### src/rtl/ahb_arb_pkg.sv
// Shared types and constants for the two-master AHB-lite arbiter.
// The address-phase struct carries up to ARB_ADDR_W address bits.
package ahb_arb_pkg;

  localparam int unsigned ARB_ADDR_W = 32;

  localparam logic [1:0] HTRANS_IDLE   = 2'b00;
  localparam logic [1:0] HTRANS_NONSEQ = 2'b10;

  typedef enum logic [1:0] {
    StIdle,
    StHeld,
    StAph,
    StDph
  } port_state_e;

  typedef enum logic [1:0] {
    OwnNone,
    OwnIm,
    OwnDm
  } owner_e;

  typedef struct packed {
    logic [ARB_ADDR_W-1:0] addr;
    logic                  write;
    logic [3:0]            prot;
  } aph_t;

  function automatic logic is_req(input logic [1:0] htrans);
    return htrans[1];
  endfunction

endpackage

### src/rtl/ahb_arb_port.sv
// Per-master front end: one-entry hold register, request FSM and the
// master-facing hready. Instantiated once per master by ahb_bus_arbiter.
module ahb_arb_port
  import ahb_arb_pkg::*;
(
  input  logic       i_clk,
  input  logic       i_rst,
  input  logic [1:0] i_htrans,
  input  aph_t       i_aph,
  input  logic       i_bus_hready,
  input  logic       i_grant,
  output logic       o_hready,
  output logic       o_held,
  output logic       o_in_aph,
  output aph_t       o_hold
);

  port_state_e r_state;
  aph_t        r_hold;

  always_ff @(posedge i_clk or posedge i_rst) begin
    if (i_rst) begin
      r_state <= StIdle;
      r_hold  <= '0;
    end else begin
      unique case (r_state)
        StIdle: begin
          // Capture is independent of the bus hready: the master sees hready_x=1 here.
          if (is_req(i_htrans)) begin
            r_hold  <= i_aph;
            r_state <= StHeld;
          end
        end
        StHeld: begin
          if (i_bus_hready && i_grant) r_state <= StAph;
        end
        StAph: begin
          if (i_bus_hready) r_state <= StDph;
        end
        StDph: begin
          if (i_bus_hready) begin
            if (is_req(i_htrans)) begin
              r_hold  <= i_aph;
              r_state <= StHeld;
            end else begin
              r_state <= StIdle;
            end
          end
        end
        default: r_state <= StIdle;
      endcase
    end
  end

  always_comb begin
    o_hready = 1'b0;
    unique case (r_state)
      StIdle:  o_hready = 1'b1;
      StDph:   o_hready = i_bus_hready;
      default: o_hready = 1'b0;
    endcase
  end

  assign o_held   = (r_state == StHeld);
  assign o_in_aph = (r_state == StAph);
  assign o_hold   = r_hold;

endmodule

### src/rtl/ahb_bus_arbiter.sv
// Two-master (IM/DM) to one-slave AHB-lite arbiter with registered address phase.
// Optional: define ARB_PERF_CNT_EN for grant/contention counters. ADDR_W must be <= 32.
module ahb_bus_arbiter
  import ahb_arb_pkg::*;
#(
  parameter int unsigned ADDR_W      = 32,
  parameter int unsigned DATA_W      = 32,
  parameter int unsigned DM_PRIORITY = 1
`ifdef ARB_PERF_CNT_EN
  ,
  parameter int unsigned CNT_W       = 32
`endif
) (
  input  logic              clk,
  input  logic              rst,
  input  logic [ADDR_W-1:0] im_haddr,
  input  logic [1:0]        im_htrans,
  input  logic              im_hwrite,
  input  logic [3:0]        im_hprot,
  input  logic [DATA_W-1:0] im_hwdata,
  output logic              im_hready,
  output logic              im_hresp,
  output logic [DATA_W-1:0] im_hrdata,
  input  logic [ADDR_W-1:0] dm_haddr,
  input  logic [1:0]        dm_htrans,
  input  logic              dm_hwrite,
  input  logic [3:0]        dm_hprot,
  input  logic [DATA_W-1:0] dm_hwdata,
  output logic              dm_hready,
  output logic              dm_hresp,
  output logic [DATA_W-1:0] dm_hrdata,
  output logic [ADDR_W-1:0] haddr,
  output logic [1:0]        htrans,
  output logic              hwrite,
  output logic [3:0]        hprot,
  output logic [DATA_W-1:0] hwdata,
  input  logic              hready,
  input  logic              hresp,
  input  logic [DATA_W-1:0] hrdata
`ifdef ARB_PERF_CNT_EN
  ,
  output logic [CNT_W-1:0]  im_grant_cnt,
  output logic [CNT_W-1:0]  dm_grant_cnt,
  output logic [CNT_W-1:0]  contention_cnt
`endif
);

  aph_t       w_im_aph, w_dm_aph, w_im_hold, w_dm_hold;
  aph_t       r_bus_aph;
  logic [1:0] r_htrans;
  owner_e     r_owner;
  logic       w_im_held, w_dm_held, w_im_in_aph, w_dm_in_aph;
  logic       w_im_grant, w_dm_grant;
  logic       w_unused_htrans;

  assign w_im_aph = '{addr: ARB_ADDR_W'(im_haddr), write: im_hwrite, prot: im_hprot};
  assign w_dm_aph = '{addr: ARB_ADDR_W'(dm_haddr), write: dm_hwrite, prot: dm_hprot};

  // SEQ vs NONSEQ is irrelevant: every launch is issued as NONSEQ.
  assign w_unused_htrans = ^{im_htrans[0], dm_htrans[0]};

  ahb_arb_port u_im_port (
    .i_clk        (clk),
    .i_rst        (rst),
    .i_htrans     (im_htrans),
    .i_aph        (w_im_aph),
    .i_bus_hready (hready),
    .i_grant      (w_im_grant),
    .o_hready     (im_hready),
    .o_held       (w_im_held),
    .o_in_aph     (w_im_in_aph),
    .o_hold       (w_im_hold)
  );

  ahb_arb_port u_dm_port (
    .i_clk        (clk),
    .i_rst        (rst),
    .i_htrans     (dm_htrans),
    .i_aph        (w_dm_aph),
    .i_bus_hready (hready),
    .i_grant      (w_dm_grant),
    .o_hready     (dm_hready),
    .o_held       (w_dm_held),
    .o_in_aph     (w_dm_in_aph),
    .o_hold       (w_dm_hold)
  );

  assign w_dm_grant = w_dm_held && (!w_im_held || (DM_PRIORITY != 0));
  assign w_im_grant = w_im_held && (!w_dm_held || (DM_PRIORITY == 0));

  always_ff @(posedge clk or posedge rst) begin
    if (rst) begin
      r_bus_aph <= '0;
      r_htrans  <= HTRANS_IDLE;
      r_owner   <= OwnNone;
    end else if (hready) begin
      if (w_dm_grant) begin
        r_bus_aph <= w_dm_hold;
        r_htrans  <= HTRANS_NONSEQ;
      end else if (w_im_grant) begin
        r_bus_aph <= w_im_hold;
        r_htrans  <= HTRANS_NONSEQ;
      end else begin
        r_htrans  <= HTRANS_IDLE;
      end
      r_owner <= w_im_in_aph ? OwnIm : (w_dm_in_aph ? OwnDm : OwnNone);
    end
  end

  assign haddr  = r_bus_aph.addr[ADDR_W-1:0];
  assign htrans = r_htrans;
  assign hwrite = r_bus_aph.write;
  assign hprot  = r_bus_aph.prot;

  always_comb begin
    hwdata   = '0;
    im_hresp = 1'b0;
    dm_hresp = 1'b0;
    unique case (r_owner)
      OwnIm: begin
        hwdata   = im_hwdata;
        im_hresp = hresp;
      end
      OwnDm: begin
        hwdata   = dm_hwdata;
        dm_hresp = hresp;
      end
      default: hwdata = '0;
    endcase
  end

  assign im_hrdata = hrdata;
  assign dm_hrdata = hrdata;

`ifdef ARB_PERF_CNT_EN
  logic [CNT_W-1:0] r_im_grant_cnt, r_dm_grant_cnt, r_contention_cnt;

  always_ff @(posedge clk or posedge rst) begin
    if (rst) begin
      r_im_grant_cnt   <= '0;
      r_dm_grant_cnt   <= '0;
      r_contention_cnt <= '0;
    end else begin
      if (hready && w_im_grant) r_im_grant_cnt <= r_im_grant_cnt + CNT_W'(1);
      if (hready && w_dm_grant) r_dm_grant_cnt <= r_dm_grant_cnt + CNT_W'(1);
      if (w_im_held && w_dm_held) r_contention_cnt <= r_contention_cnt + CNT_W'(1);
    end
  end

  assign im_grant_cnt   = r_im_grant_cnt;
  assign dm_grant_cnt   = r_dm_grant_cnt;
  assign contention_cnt = r_contention_cnt;
`endif

endmodule

### config.mk
export PLATFORM = sky130hd
export DESIGN_NAME = ahb_bus_arbiter
export DESIGN_NICKNAME = d
export VERILOG_FILES = /design/src/rtl/ahb_arb_pkg.sv /design/src/rtl/ahb_arb_port.sv /design/src/rtl/ahb_bus_arbiter.sv
export SDC_FILE = /design/constraint.sdc
export NUM_CORES = 1
export LEC_CHECK = 0
export CAP_MARGIN = 20
export CORE_MARGIN = 5
export CORE_UTILIZATION = 30
export CTS_CLUSTER_SIZE = 20
export DETAILED_ROUTE_END_ITERATION = 16
export PLACE_DENSITY = 0.73
export SETUP_SLACK_MARGIN = 0.4
export SLEW_MARGIN = 20
export SYNTH_ARGS = -nofsm -noshare
export SYNTH_HDL_FRONTEND = slang
export SYNTH_SLANG_ARGS = --single-unit
### constraint.sdc
create_clock -name clk -period 4.1 [get_ports clk]
set_input_delay 0.82 -clock clk [delete_from_list [all_inputs] [get_ports clk]]
set_output_delay 0.82 -clock clk [all_outputs]
set_load 0.02 [all_outputs]
==> impl_metrics.yaml, run 1 <==
status:
  status: "complete, no violations"
pwr:
  p_leak_nw: 3.78
  total_power_mw: 6.80
  ir_drop_mv: 0.330
  p_per_area_mw_per_mm2: 782
clocking:
  htreeDepth: 4
  postCtsSetupBuffers: 0
  clock_latency_ns: 0.41
  root_buffer: "clkbuf_16"
  clk_pin_slew_ns: 0.06
  clock-sinks: 118
  post_cts_resized: 0
  holdBufCountCts: 0
  cts_tree: "done"
  numCtsBuffers: 17
  clk_path_buf_depth: 2
sta:
  worst_slack_ns: 0.555
  post-route-period-util: 0.865
  rsz0062_at_grt: "false"
  hold_slack_ns: 0.475
  worstMarginPinSlew_ns: 0.806
  skew_ns: 0.00933
  fin_setup_tns_ns: 0
  slew_headroom: 0.463
  setup_viol: 0
  fin_crit_ns: 3.55
  fmax_ghz: 0.282
  hold_violations: 0
  slew_violations: 0
synthesis:
  yosysTopAreaCell: "dfrtp_1"
  synth_area_leaders: "dfrtp_1 (48%), mux2_4 (15%), buf_4 (8.5%)"
  ys_warn_count: 0
  synth_fp_nets: 704
  synth_top_area_share: 0.476
  ys_seq_area_frac: 0.476
  syn_avg_cell_area_sq_um: 12.1
  netlist_area_sq_mm: 0.00621
  ys_seq_elements: 118
  yosysUniqueCellTypes: 32
  synthCells: 514
grt:
  track_usage: 0.133
  grt_first_pass_wirelength_mm: 25.0
  grt_max_degree: 119
  grt-ovfl-total: 0
  grt_pass1_vias: 4451
  antenna_found_initial: 0
critical_path:
  critPathMaxFanout: 21
  rrSetupSlack_ns: 1.76
  slowest_delay_ns: 0.65
  r2r_start: "u_dm_port.r_state[1]"
  worst_ep_required_time_ns: 3.28
  critPathKind: "flip-flop to output pin"
  arrival_ns: 2.73
  startpoint_type: "flip-flop"
  r2r_end: "u_dm_port.r_state[1]"
  worstSetupEndpointType: "output pin"
  slowest_stage: "ha_1"
  crit_chain: "inv_1, ha_1, buf_4, a22oi_1, nor2_1, clkdlybuf4s50_1"
  rr_worst_depth: 6
finish:
  drive_gt1_frac: 0.181
  layout_commonest_cell: "clkdlybuf4s50_1"
  most-common-layout-cells: "clkdlybuf4s50_1 (217), dfrtp_1 (118), mux2_4 (62)"
  syn_to_final_growth_pct: 40.2
  antenna_cells: 0
  nets: 852
detailed_routing:
  drt-vias-per-instance: 4.44
  vias: 4198
  drc_errors: 0
  drtIter0Drc: 153
  wl_mm: 16.1
  drtAntennaViolNets: 0
  dr.pass1.iters: 4
  routedWlPerCell_um: 17.0
die:
  fp.coreArea_sq_mm: 0.0203
  start_util: 0.306
  num_rows: 52
  io_pins: 317
  die_area_sq_mm: 0.0237
  fp.dieH_um: 154
  die_w_um: 154
hold_path:
  hold_path_class: "flip-flop to flip-flop"
  hold_path_depth: 2
  min_to: "haddr[31]"
  min_from: "haddr[31]"
placement:
  portBuffers: 217
  routabilityCongestion: 0.813
  dp_hpwl_mm: 11.4
  dp_slack_ns: 0.970
job:
  timing.max_cap.violations: 0
state kept, by name, indices dropped and copies added, names as in the netlist:
name / flops
u_im_port.o_hold: 37
hwrite: 1
u_im_port.r_state: 2
u_dm_port.r_state: 2
hprot: 4
u_dm_port.o_hold: 37
haddr: 32
r_owner: 2
htrans: 1
how the worst max path moves through the flow:
stage	slack, ns	cells after the start	start	endpoint
2_1_floorplan	1.84	1	rst	haddr[0]
3_3_place_gp	0.94	5	hready	dm_hready
3_5_place_dp	0.97	5	hready	dm_hready
4_1_cts	0.55	6	r_owner[1]	hwdata[1]
5_1_grt	0.44	6	r_owner[1]	hwdata[1]
6_report	0.55	6	r_owner[1]	hwdata[1]
report_power, final:
group	switching, mW	total [mW]	internal (mW)
registers	0.329	2.09	1.76
clock network	0.526	1.50	0.970
logic	1.52	3.21	1.70
cells in the mapped netlist (all sizes together):
master,n
dfrtp,118
buf,81
mux2,78
o21ai,42
nand2,40
mux2i,38
nor2,34
a22oi,32
clkbuf,14
ha,12
inv,9
a21oi,2
and2,2
nand2b,2
a211o,1
a211oi,1
a221oi,1
a2bb2oi,1
and3,1
conb,1
nand3b,1
nor3,1
o21ba,1
o221ai,1
critical path: cells and delay by family (launching register included):
kind,cells,cell delay (ns)
DFF,1,0.38
AOI/OAI and AO/OA,1,0.09
buffers and inverters,3,1.04
adders and majority gates,1,0.65
and+or+nand+nor,1,0.16
metal layers:
| layer | GRT usage | routed length (um) | vias to the layer above |
|---|---|---|---|
| met5 | 0 | 0 | - |
| met4 | 0.0648 | 476 | 0 |
| met3 | 0.0326 | 715 | 44 |
| met2 | 0.223 | 8020 | 104 |
| met1 | 0.161 | 6880 | 2048 |
| li1 | - | - | 2002 |
per-stage QoR:
step                      std cells  area (sq um)   util
final                           945          8700  0.429
after global routing            945          8700  0.429
after global placement          913          8100  0.399
after CTS                       945          8700  0.429
after floorplan                 514          6210      -
after detailed placement        913          8100  0.399
final cells by class:
class,count,area (sq um)
Multi-Input combinational cell,292,2540
Fill cell,1963,11600
Clock buffer,20,447
Inverter,9,37.5
Sequential cell,118,2950
Timing Repair Buffer,224,2240
Tap cell,270,338
Clock inverter,12,153
kinds of logic (layout without fill, tap and decap cells):
logic type | Yosys count | after routing | share of synthesized area
buffers and inverters | 104 | 265 | 0.118
adder cells (fa/ha/maj) | 12 | 12 | 0.0242
flip-flops | 118 | 118 | 0.476
multiplexers | 116 | 116 | 0.240
other | 1 | 1 | 0.000604
AO/OA/AOI/OAI | 82 | 82 | 0.0857
AND/OR/NAND/NOR | 81 | 81 | 0.0556
Power figures use the tool's default switching activity.
==> inputs of run 2 (changes only) <==
--- a/config.mk
+++ b/config.mk
@@ -8,3 +8,2 @@
 export CAP_MARGIN = 20
-export CORE_MARGIN = 5
 export CORE_UTILIZATION = 30
@@ -12,2 +11,3 @@
 export DETAILED_ROUTE_END_ITERATION = 16
+export HOLD_SLACK_MARGIN = 0.05
 export PLACE_DENSITY = 0.73
--- a/constraint.sdc
+++ b/constraint.sdc
@@ -3,2 +3,2 @@
 set_output_delay 0.82 -clock clk [all_outputs]
-set_load 0.02 [all_outputs]
+set_load 0.05 [all_outputs]
==> impl_metrics.yaml, run 2 (synthesized netlist as in run 1, its figures left out) <==
critical_path:
  worst_ep_required_time_ns: 3.28
  critPathMaxFanout: 13
  rr_worst_depth: 6
  critPathKind: "flip-flop to output pin"
  arrival_ns: 2.72
  worstSetupEndpointType: "output pin"
  startpoint_type: "flip-flop"
sta:
  skew_ns: 0.00890
  hold_slack_ns: 0.478
  hold_violations: 0
  slew_headroom: 0.485
  setup_viol: 0
  fin_crit_ns: 3.54
  slew_violations: 0
  worstMarginPinSlew_ns: 0.771
  post-route-period-util: 0.864
  fin_setup_tns_ns: 0
  fmax_ghz: 0.282
  rsz0062_at_grt: "false"
pwr:
  p_sw_mw: 3.04
  ir_drop_mv: 0.464
  p_per_area_mw_per_mm2: 853
  internal_power_mw: 4.41
  pwr-share-clk: 0.197
  seqPwrFrac: 0.282
  p_leak_nw: 3.82
  pwr-share-comb: 0.521
  swShare: 0.408
clocking:
  numCtsBuffers: 17
  htreeDepth: 4
  post_cts_resized: 0
  clk_path_buf_depth: 2
  clock-sinks: 118
  clock_latency_ns: 0.41
  postCtsSetupBuffers: 0
  cts_tree: "done"
  clk_pin_slew_ns: 0.06
  holdBufCountCts: 0
  root_buffer: "clkbuf_16"
grt:
  grt_max_degree: 85
  grt_pass1_vias: 4526
  antenna_found_initial: 0
  grt-ovfl-total: 0
  grt_first_pass_wirelength_mm: 24.7
  track_usage: 0.152
detailed_routing:
  dr.pass1.iters: 4
  routedWlPerCell_um: 16.6
  vias: 4263
  drt-vias-per-instance: 4.49
  drc_errors: 0
  drtAntennaViolNets: 0
  wl_mm: 15.8
  drtIter0Drc: 276
finish:
  fillCellCount: 1846
  nets: 856
  syn_to_final_growth_pct: 40.7
  layout_commonest_cell: "clkdlybuf4s50_1"
  antenna_cells: 0
  drive_gt1_frac: 0.189
  most-common-layout-cells: "clkdlybuf4s50_1 (216), dfrtp_1 (118), mux2_4 (62)"
placement:
  routabilityCongestion: 0.774
  portBuffers: 217
  dp_hpwl_mm: 11.2
die:
  io_pins: 317
  die_area_sq_mm: 0.0213
  num_rows: 52
  fp.coreArea_sq_mm: 0.0202
  fp.dieH_um: 146
  die_w_um: 146
  start_util: 0.307
status:
  status: "complete, no violations"
job:
  timing.max_cap.violations: 0
hold_path:
  hold_path_depth: 2
  hold_path_class: "flip-flop to flip-flop"
[run 2: area by class of cell]
cell class | count | area (sq um) | area share
tap | 270 | 338 | 0.0387
inverter | 9 | 37.5 | 0.00430
clock buffer | 20 | 457 | 0.0523
sequential | 118 | 2950 | 0.338
timing repair buffer | 228 | 2280 | 0.261
multi-input combinational | 292 | 2540 | 0.291
clock inverter | 12 | 128 | 0.0146
[run 2: final timing paths]
path / start / endpoint / slack, ns
min in group asynchronous: rst / u_dm_port.o_hold[18] / 0.89
worst max register to register: u_dm_port.r_state[1] / u_dm_port.r_state[1] / 1.59
worst max-delay path: r_owner[0] / hwdata[17] / 0.56
worst min-delay path: haddr[17] / haddr[17] / 0.48
max in group asynchronous: rst / u_dm_port.o_hold[32] / 2.31
worst min register to register: haddr[17] / haddr[17] / 0.48
[run 2: power groups by stage]
stage                     Combinational, mW  Clock [mW]  Sequential, mW
after global placement                 3.85           0            2.09
final                                  3.88        1.47            2.10
after floorplan                        2.44           0            2.63
after detailed placement               3.91           0            2.11
after CTS                              3.93        1.51            2.10
after global routing                   4.15        1.56            2.17
[run 2: through the flow]
stage / area [sq um] / std cells / power [mW] / worst slack (ns) / util
6_report: 8730 / 949 / 7.45 / 0.559 / 0.432
5_1_grt: 8730 / 949 / 7.87 / 0.443 / 0.432
4_1_cts: 8730 / 949 / 7.54 / 0.492 / 0.431
3_5_place_dp: 8140 / 917 / 6.02 / 0.815 / 0.402
3_3_place_gp: 8140 / 917 / 5.94 / 0.814 / 0.402
2_1_floorplan: 6210 / 514 / 5.07 / 1.48 / -
[run 2: metal layers]
layer	track usage	part of all wire
met5	0	0
met4	0.0832	0.036
met3	0.0445	0.063
met2	0.244	0.47
met1	0.182	0.43
[run 2: critical path, stage by stage (launching register included)]
cell	delay (ns)
dfrtp_1	0.39
inv_1	0.08
ha_1	0.44
buf_4	0.27
a22oi_1	0.10
nor2_1	0.18
clkdlybuf4s50_1	0.85
